===== config.mk =====
export PLATFORM = sky130hd
export DESIGN_NAME = usb_rx_crc16_check
export DESIGN_NICKNAME = d
export VERILOG_FILES = /design/src/rtl/usb_rx_crc16_check.sv
export SDC_FILE = /design/constraint.sdc
export NUM_CORES = 1
export LEC_CHECK = 0
export BUFFER_PORTS_ARGS = -buffer_cell sky130_fd_sc_hd__buf_2
export CAP_MARGIN = 10
export CORE_ASPECT_RATIO = 1.4
export CORE_UTILIZATION = 50
export CTS_BUF_LIST = sky130_fd_sc_hd__clkbuf_2
export CTS_CLUSTER_DIAMETER = 30
export DETAILED_ROUTE_END_ITERATION = 10
export PLACE_DENSITY_LB_ADDON = 0.12
export SETUP_SLACK_MARGIN = 0.5
export SYNTH_ARGS = -nofsm -noshare
export SYNTH_HDL_FRONTEND = slang
export SYNTH_SLANG_ARGS = --single-unit

===== constraint.sdc =====
create_clock -name clk -period 2 [get_ports clk]
set_input_delay 0.4 -clock clk [delete_from_list [all_inputs] [get_ports clk]]
set_output_delay 0.4 -clock clk [all_outputs]
set_load 0.1 [all_outputs]

===== src/rtl/usb_rx_crc16_check.sv =====
// usb_rx_crc16_check: serial USB CRC-16 checker for the RX data field.
// Runs the CRC-16 LFSR (poly 8005, init FFFF) over data + received CRC,
// LSB-first, and compares the residual against 16'h800D at end of packet.
// Optional length check enabled by defining RX_CRC_LEN_CHECK_EN (adds len_error).
module usb_rx_crc16_check #(
    parameter int unsigned BYTE_CNT_W = 11
) (
    input  logic                  clk,
    input  logic                  n_rst,
    input  logic                  pkt_start,
    input  logic                  bit_valid,
    input  logic                  bit_in,
    input  logic                  pkt_end,
    output logic                  busy,
    output logic                  crc_done,
    output logic                  crc_ok,
    output logic                  crc_error,
    output logic [15:0]           crc_value,
    output logic [BYTE_CNT_W-1:0] byte_count
`ifdef RX_CRC_LEN_CHECK_EN
    ,
    output logic                  len_error
`endif
);

    typedef enum logic [1:0] {
        IDLE,
        ACCUM,
        DONE
    } state_t;

    localparam logic [15:0] CRC_INIT     = 16'hFFFF;
    localparam logic [15:0] CRC_POLY     = 16'h8005;
    localparam logic [15:0] CRC_RESIDUAL = 16'h800D;

    state_t                state_q, state_d;
    logic [15:0]           crc_q, crc_d;
    logic [2:0]            bit_cnt_q, bit_cnt_d;
    logic [BYTE_CNT_W-1:0] byte_cnt_q, byte_cnt_d;
    logic                  done_q, done_d;
    logic                  ok_q, ok_d;
    logic                  err_q, err_d;
    logic                  fb;
    logic                  len_bad;
`ifdef RX_CRC_LEN_CHECK_EN
    logic                  len_err_q, len_err_d;
`endif

    // Next-state, LFSR, counters and result logic.
    always_comb begin
        state_d    = state_q;
        crc_d      = crc_q;
        bit_cnt_d  = bit_cnt_q;
        byte_cnt_d = byte_cnt_q;
        done_d     = 1'b0;
        ok_d       = ok_q;
        err_d      = err_q;
        len_bad    = 1'b0;
`ifdef RX_CRC_LEN_CHECK_EN
        len_err_d  = len_err_q;
`endif
        fb         = crc_q[15] ^ bit_in;

        if (pkt_start) begin
            // Restart from any state; a bit arriving in this cycle is dropped.
            state_d    = ACCUM;
            crc_d      = CRC_INIT;
            bit_cnt_d  = '0;
            byte_cnt_d = '0;
            ok_d       = 1'b0;
            err_d      = 1'b0;
`ifdef RX_CRC_LEN_CHECK_EN
            len_err_d  = 1'b0;
`endif
        end else if (state_q == ACCUM) begin
            if (bit_valid) begin
                crc_d     = {crc_q[14:0], 1'b0} ^ (fb ? CRC_POLY : '0);
                bit_cnt_d = bit_cnt_q + 3'd1;
                if (bit_cnt_q == 3'd7 && byte_cnt_q != '1) begin
                    byte_cnt_d = byte_cnt_q + BYTE_CNT_W'(1);
                end
            end
            if (pkt_end) begin
                // Judged on the updated values so a bit sharing the pkt_end cycle counts.
`ifdef RX_CRC_LEN_CHECK_EN
                len_bad   = (bit_cnt_d != 3'd0) || (byte_cnt_d < BYTE_CNT_W'(2));
                len_err_d = len_bad;
`endif
                state_d = DONE;
                done_d  = 1'b1;
                ok_d    = (crc_d == CRC_RESIDUAL) && !len_bad;
                err_d   = !ok_d;
            end
        end
    end

    // State register with asynchronous active-low reset.
    always_ff @(posedge clk or negedge n_rst) begin
        if (!n_rst) begin
            state_q    <= IDLE;
            crc_q      <= CRC_INIT;
            bit_cnt_q  <= '0;
            byte_cnt_q <= '0;
            done_q     <= 1'b0;
            ok_q       <= 1'b0;
            err_q      <= 1'b0;
`ifdef RX_CRC_LEN_CHECK_EN
            len_err_q  <= 1'b0;
`endif
        end else begin
            state_q    <= state_d;
            crc_q      <= crc_d;
            bit_cnt_q  <= bit_cnt_d;
            byte_cnt_q <= byte_cnt_d;
            done_q     <= done_d;
            ok_q       <= ok_d;
            err_q      <= err_d;
`ifdef RX_CRC_LEN_CHECK_EN
            len_err_q  <= len_err_d;
`endif
        end
    end

    assign busy       = (state_q == ACCUM);
    assign crc_done   = done_q;
    assign crc_ok     = ok_q;
    assign crc_error  = err_q;
    assign crc_value  = crc_q;
    assign byte_count = byte_cnt_q;
`ifdef RX_CRC_LEN_CHECK_EN
    assign len_error  = len_err_q;
`endif

endmodule


Word-level counts from Yosys, hierarchy flattened
Cells that the tools add are included.

operators by class
  bitwise operators = 2
  reduce and logical (&&, ||, !) cells = 9
  eq/ne operators = 4
  muxes and demuxes = 25
  add/sub/neg operators = 2

operator list
  cell                                                              number
  16-bit 2-to-1 mux                                                 6
  11-bit 2-to-1 mux                                                 4
  16-bit == test (second input constant)                            1
  16-bit XOR                                                        1
  11-bit by 1-bit adder with 11-bit output (second input constant)  1
  11-bit != test (second input constant)                            1
  1-bit 2-to-1 mux                                                  9
  3-bit 2-to-1 mux                                                  3
  2-bit nonzero test                                                4
  2-bit 2-to-1 mux                                                  3
  2-bit AND reduction                                               2
  3-bit by 1-bit adder with 3-bit output (second input constant)    1
  3-bit == test (second input constant)                             1
  3-bit AND reduction                                               1
  2-bit by 1-bit == test with 1-bit output (second input constant)  1
  1-bit logical AND                                                 1
  1-bit zero test                                                   1
  1-bit XOR                                                         1

word-level totals
  bits in registers = 35
  word-level logic and storage cells = 49
  input port bits = 6
  output and inout bits = 31

Depth between registers and ports, before layout
  depth after elaboration = 11
  depth in mapped cells = 6
  depth with buffers taken out = 6

Worst setup path before layout
No wires, ideal clock.

  path type = register to register
  from = reg state_q[0]
  to = reg crc_q[15] (netlist: crc_value[15])
  data required time = 1.903 ns
  slack = -0.720 ns
  arrival = 2.623 ns
  stages on the path, launching flop included = 6
  clock period less this slack = 2.720 ns
  buffers on the path = 1
  path through = dfrtp_1 nor2b_1 nand2_1 clkbuf_1 o21ai_0 nand3_1

between the ends
  cells in the longest elaborated chain, start to end = 2

RTL lines
  what                                      line  RTL
  start: declaration                        36    state_t state_q, state_d;
  start signal: assignment                  111   state_q <= state_d;
  2-bit by 1-bit == test with 1-bit output  -
  net busy                                  14    output logic busy,
  2-bit nonzero test (no line)              -
  end signal: assignment                    112   crc_q <= crc_d;
  end: declaration                          37    logic [15:0] crc_q, crc_d;

The timed path passes the listed nets, and every way through them passes these cells.
A chain may end at the register's enable or synchronous reset.

Worst setup path after layout
  from = reg bit_cnt_q[0]
  to = reg byte_cnt_q[3] (netlist: byte_count[3])

between the ends
  cells in the longest elaborated chain, start to end = 4

RTL lines
  what                           line  RTL
  start: declaration             38    logic [2:0] bit_cnt_q, bit_cnt_d;
  start signal: assignment       113   bit_cnt_q <= bit_cnt_d;
  3-bit == test                  79    if (bit_cnt_q == 3'd7 && byte_cnt_q != '1) begin
  1-bit logical AND              79
  2-bit nonzero test (no line)   -
  3-bit AND reduction (no line)  -
  end signal: assignment         114   byte_cnt_q <= byte_cnt_d;
  end: declaration               39    logic [BYTE_CNT_W-1:0] byte_cnt_q, byte_cnt_d;

Every way passes these cells.

==> flow_summary.ini <==
[run_status]
status = completed

[die]
die_height_um = 73.2
row_count = 25
pin_count = 37
die_area_um2 = 3870
die_w_um = 52.8
core_area_um2 = 3410
initial_utilization = 0.531

[placement]
place.gp.congestion = 0.777
dpl_worst_slack_ps = 244
detailedPlacementHpwl_um = 2830
postPlaceCellArea_um2 = 2120
port_buffers = 36

[power]
cellPowerDensity_nw_per_um2 = 607
p_leak_nw = 1.32
swShare = 0.397
clkPwrFrac = 0.181
switchingPower_mw = 0.716
internal_power_mw = 1.09
combPwrFrac = 0.364
pwr-share-seq = 0.455
peakVddDrop_uv = 623

[cells_and_area]
final_area_um2 = 2970
nets = 271
utilization = 0.871
drive_gt1_frac = 0.536
insertedDiodeCount = 0
syn_to_final_growth_pct = 64.2

[detailed_routing]
drtIter0Drc = 56
wl_um = 5490
drc = 0
first_pass_iters = 6
dr_total_vias = 1795
wire_per_inst_um = 18.1
vias_per_cell = 5.92
postRouteAntennaNets = 0

[timing]
worst_pin_slew_ps = 763
final_hold_viol_count = 0
rsz0062_at_grt = true
finalClockSkew_ps = 15.2
finalSetupTns_ps = 0
finalCritPeriodShare = 0.870
slew_violations = 0
max-slew-margin-rel = 0.491
setup_viol = 0
setup_ws_ps = 261
finalCriticalPeriod_ps = 1740
fmax_ghz = 0.575

[grt]
grt_pass1_wl_um = 8630
grt_pass1_vias = 1816
top_usage_layer = met2
antenna_found_initial = 0
grtUsageMet3 = 0.0667
grt_usage = 0.315
grtUsageMet2 = 0.575
use_met1 = 0.323
overflow = 0
grt_max_degree = 36

[cts]
clock_latency_ps = 380
cts_buffers = 5
cts_max_level = 2
cts_tree = done
cts.sinks = 35
cts_hold_buf = 0
path_clk_slew_ps = 190
root_buffer = clkbuf_2
clockBufferDepth = 2

[synth]
syn_inst = 187
synth_flop_cell = dfrtp_1
synth_seq_cells = 35
synth_edf_count = 0
yosys_warnings = 0
synth_fp_nets = 196
yosysUniqueCellTypes = 44
synth.top_cell.area_share = 0.263
async_flop_share = 1.00
avgSynthCellArea_um2 = 9.68
synth_largest_area_cell = dfrtp_1
syn_area_um2 = 1810
synth.area.top_cells = dfrtp_1, dfstp_2, nand2_1
ys_seq_area_frac = 0.495

[run]
cap_viol_max_count = 0

[setup_path]
critPathKind = reg2reg
end_kind = flip-flop
crit_fanout = 3
cp-start-kind = flip-flop
cp.required_ps = 2280
cp.arrival_ps = 2020

[hold_path]
hold_class = in2async
critical path, cell delays in order (launching register included):
cell	delay [ps]
dfrtp_1	410
ha_2	200
ha_4	140
nand4b_4	140
a41oi_4	260
nand4_1	170
mux2_4	320
flip-flops by register name, indices dropped and copies added (netlist names):
signal	count
crc_done	1
crc_ok	1
crc_error	1
bit_cnt_q	3
byte_count	11
crc_value	16
state_q	2
synth_stat cells (3+ instances only):
master	n
nor2_1	14
nand4_1	6
xnor2_1	5
nand2_1	40
a21oi_1	8
nor2b_1	3
o21ai_0	4
dfstp_2	16
and3_1	3
nand3_1	15
dfrtp_1	19
inv_1	4
clkbuf_1	5
ha_1	3
metal layers:
layer | up-vias | share of wire
met1 | 895 | 0.36
met2 | 75 | 0.56
met3 | 20 | 0.053
met5 | - | 0
li1 | 805 | -
met4 | 0 | 0.031
repair_timing:
item | CTS | global route
pin swaps | 14 | 10
endpoints found under the setup margin | 45 | 52
setup buffers | 32 | 6
gates resized for setup | 123 | 13
cloned | 0 | 0
endpoints found under the hold margin | 0 | 0
logic make-up after synthesis:
family / count (synthesis) / synth area share
DFF: 35 / 0.495
buffers and inverters: 13 / 0.0284
adders and majority gates: 3 / 0.0207
AOI/OAI and AO/OA: 22 / 0.102
muxes: 4 / 0.0235
xor gates and xnor gates: 7 / 0.0339
and+or+nand+nor: 103 / 0.297
power groups by stage:
| stage | combinational [mW] | clock [mW] | sequential, mW |
|---|---|---|---|
| 6_report | 0.655 | 0.327 | 0.820 |
| 5_1_grt | 0.680 | 0.364 | 0.824 |
| 4_1_cts | 0.628 | 0.329 | 0.816 |
| 3_5_place_dp | 0.454 | 0 | 0.832 |
| 3_3_place_gp | 0.449 | 0 | 0.830 |
| 2_1_floorplan | 0.152 | 0 | 1.06 |
per-stage QoR:
| stage | power [mW] | instances | hold slack (ps) |
|---|---|---|---|
| 2_1_floorplan | 1.21 | 187 | 104 |
| 3_3_place_gp | 1.28 | 257 | 490 |
| 3_5_place_dp | 1.29 | 257 | 492 |
| 4_1_cts | 1.77 | 297 | 65.4 |
| 5_1_grt | 1.87 | 303 | 79.5 |
| 6_report | 1.80 | 303 | 65.0 |
cell usage in the layout (no fill, tap or decap), types with 2 or more instances in the layout:
| cell | synthesis | final |
|---|---|---|
| buf_4 | 0 | 38 |
| nand2_1 | 40 | 36 |
| buf_12 | 0 | 28 |
| nand3_1 | 15 | 15 |
| dfstp_2 | 16 | 15 |
| nor2_1 | 14 | 14 |
| dfrtp_4 | 0 | 10 |
| a21oi_1 | 8 | 7 |
| nand4_1 | 6 | 6 |
| dfrtp_1 | 19 | 6 |
| clkbuf_2 | 0 | 5 |
| buf_2 | 2 | 5 |
| nand2_2 | 0 | 4 |
| buf_6 | 0 | 4 |
| inv_1 | 4 | 3 |
| o21ai_0 | 4 | 3 |
| and3_1 | 3 | 3 |
| dfrtp_2 | 0 | 3 |
| xor2_1 | 2 | 2 |
| o211ai_1 | 2 | 2 |
| nor4b_1 | 2 | 2 |
| or4_1 | 2 | 2 |
| and4_4 | 2 | 2 |
| xnor2_2 | 0 | 2 |
| mux2i_1 | 2 | 2 |
| nor2b_1 | 3 | 2 |
| xnor2_1 | 5 | 2 |
| ha_4 | 0 | 2 |
| clkinv_1 | 0 | 2 |
| buf_8 | 0 | 2 |
worst paths after layout:
check | start | endpoint | slack, ps | cells after the start
worst max-delay path | bit_cnt_q[0] | byte_count[3] | 260 | 6
worst min-delay path | n_rst | bit_cnt_q[1] | 60 | 1
worst max register to register | bit_cnt_q[0] | byte_count[3] | 260 | 6
worst min register to register | bit_cnt_q[2] | bit_cnt_q[2] | 590 | 2
max in group asynchronous | n_rst | byte_count[1] | 1380 | 1
min in group clk | pkt_end | state_q[1] | 290 | 3
cell type report:
type	instances	area (µm²)
clock buffer	5	25.0
clock inverter	3	13.8
fill	162	439
inverter	4	15.0
multi-input combinational	139	980
sequential	35	941
tap	40	50.0
timing repair buffer	77	946
(Power assumes the default switching activity.)
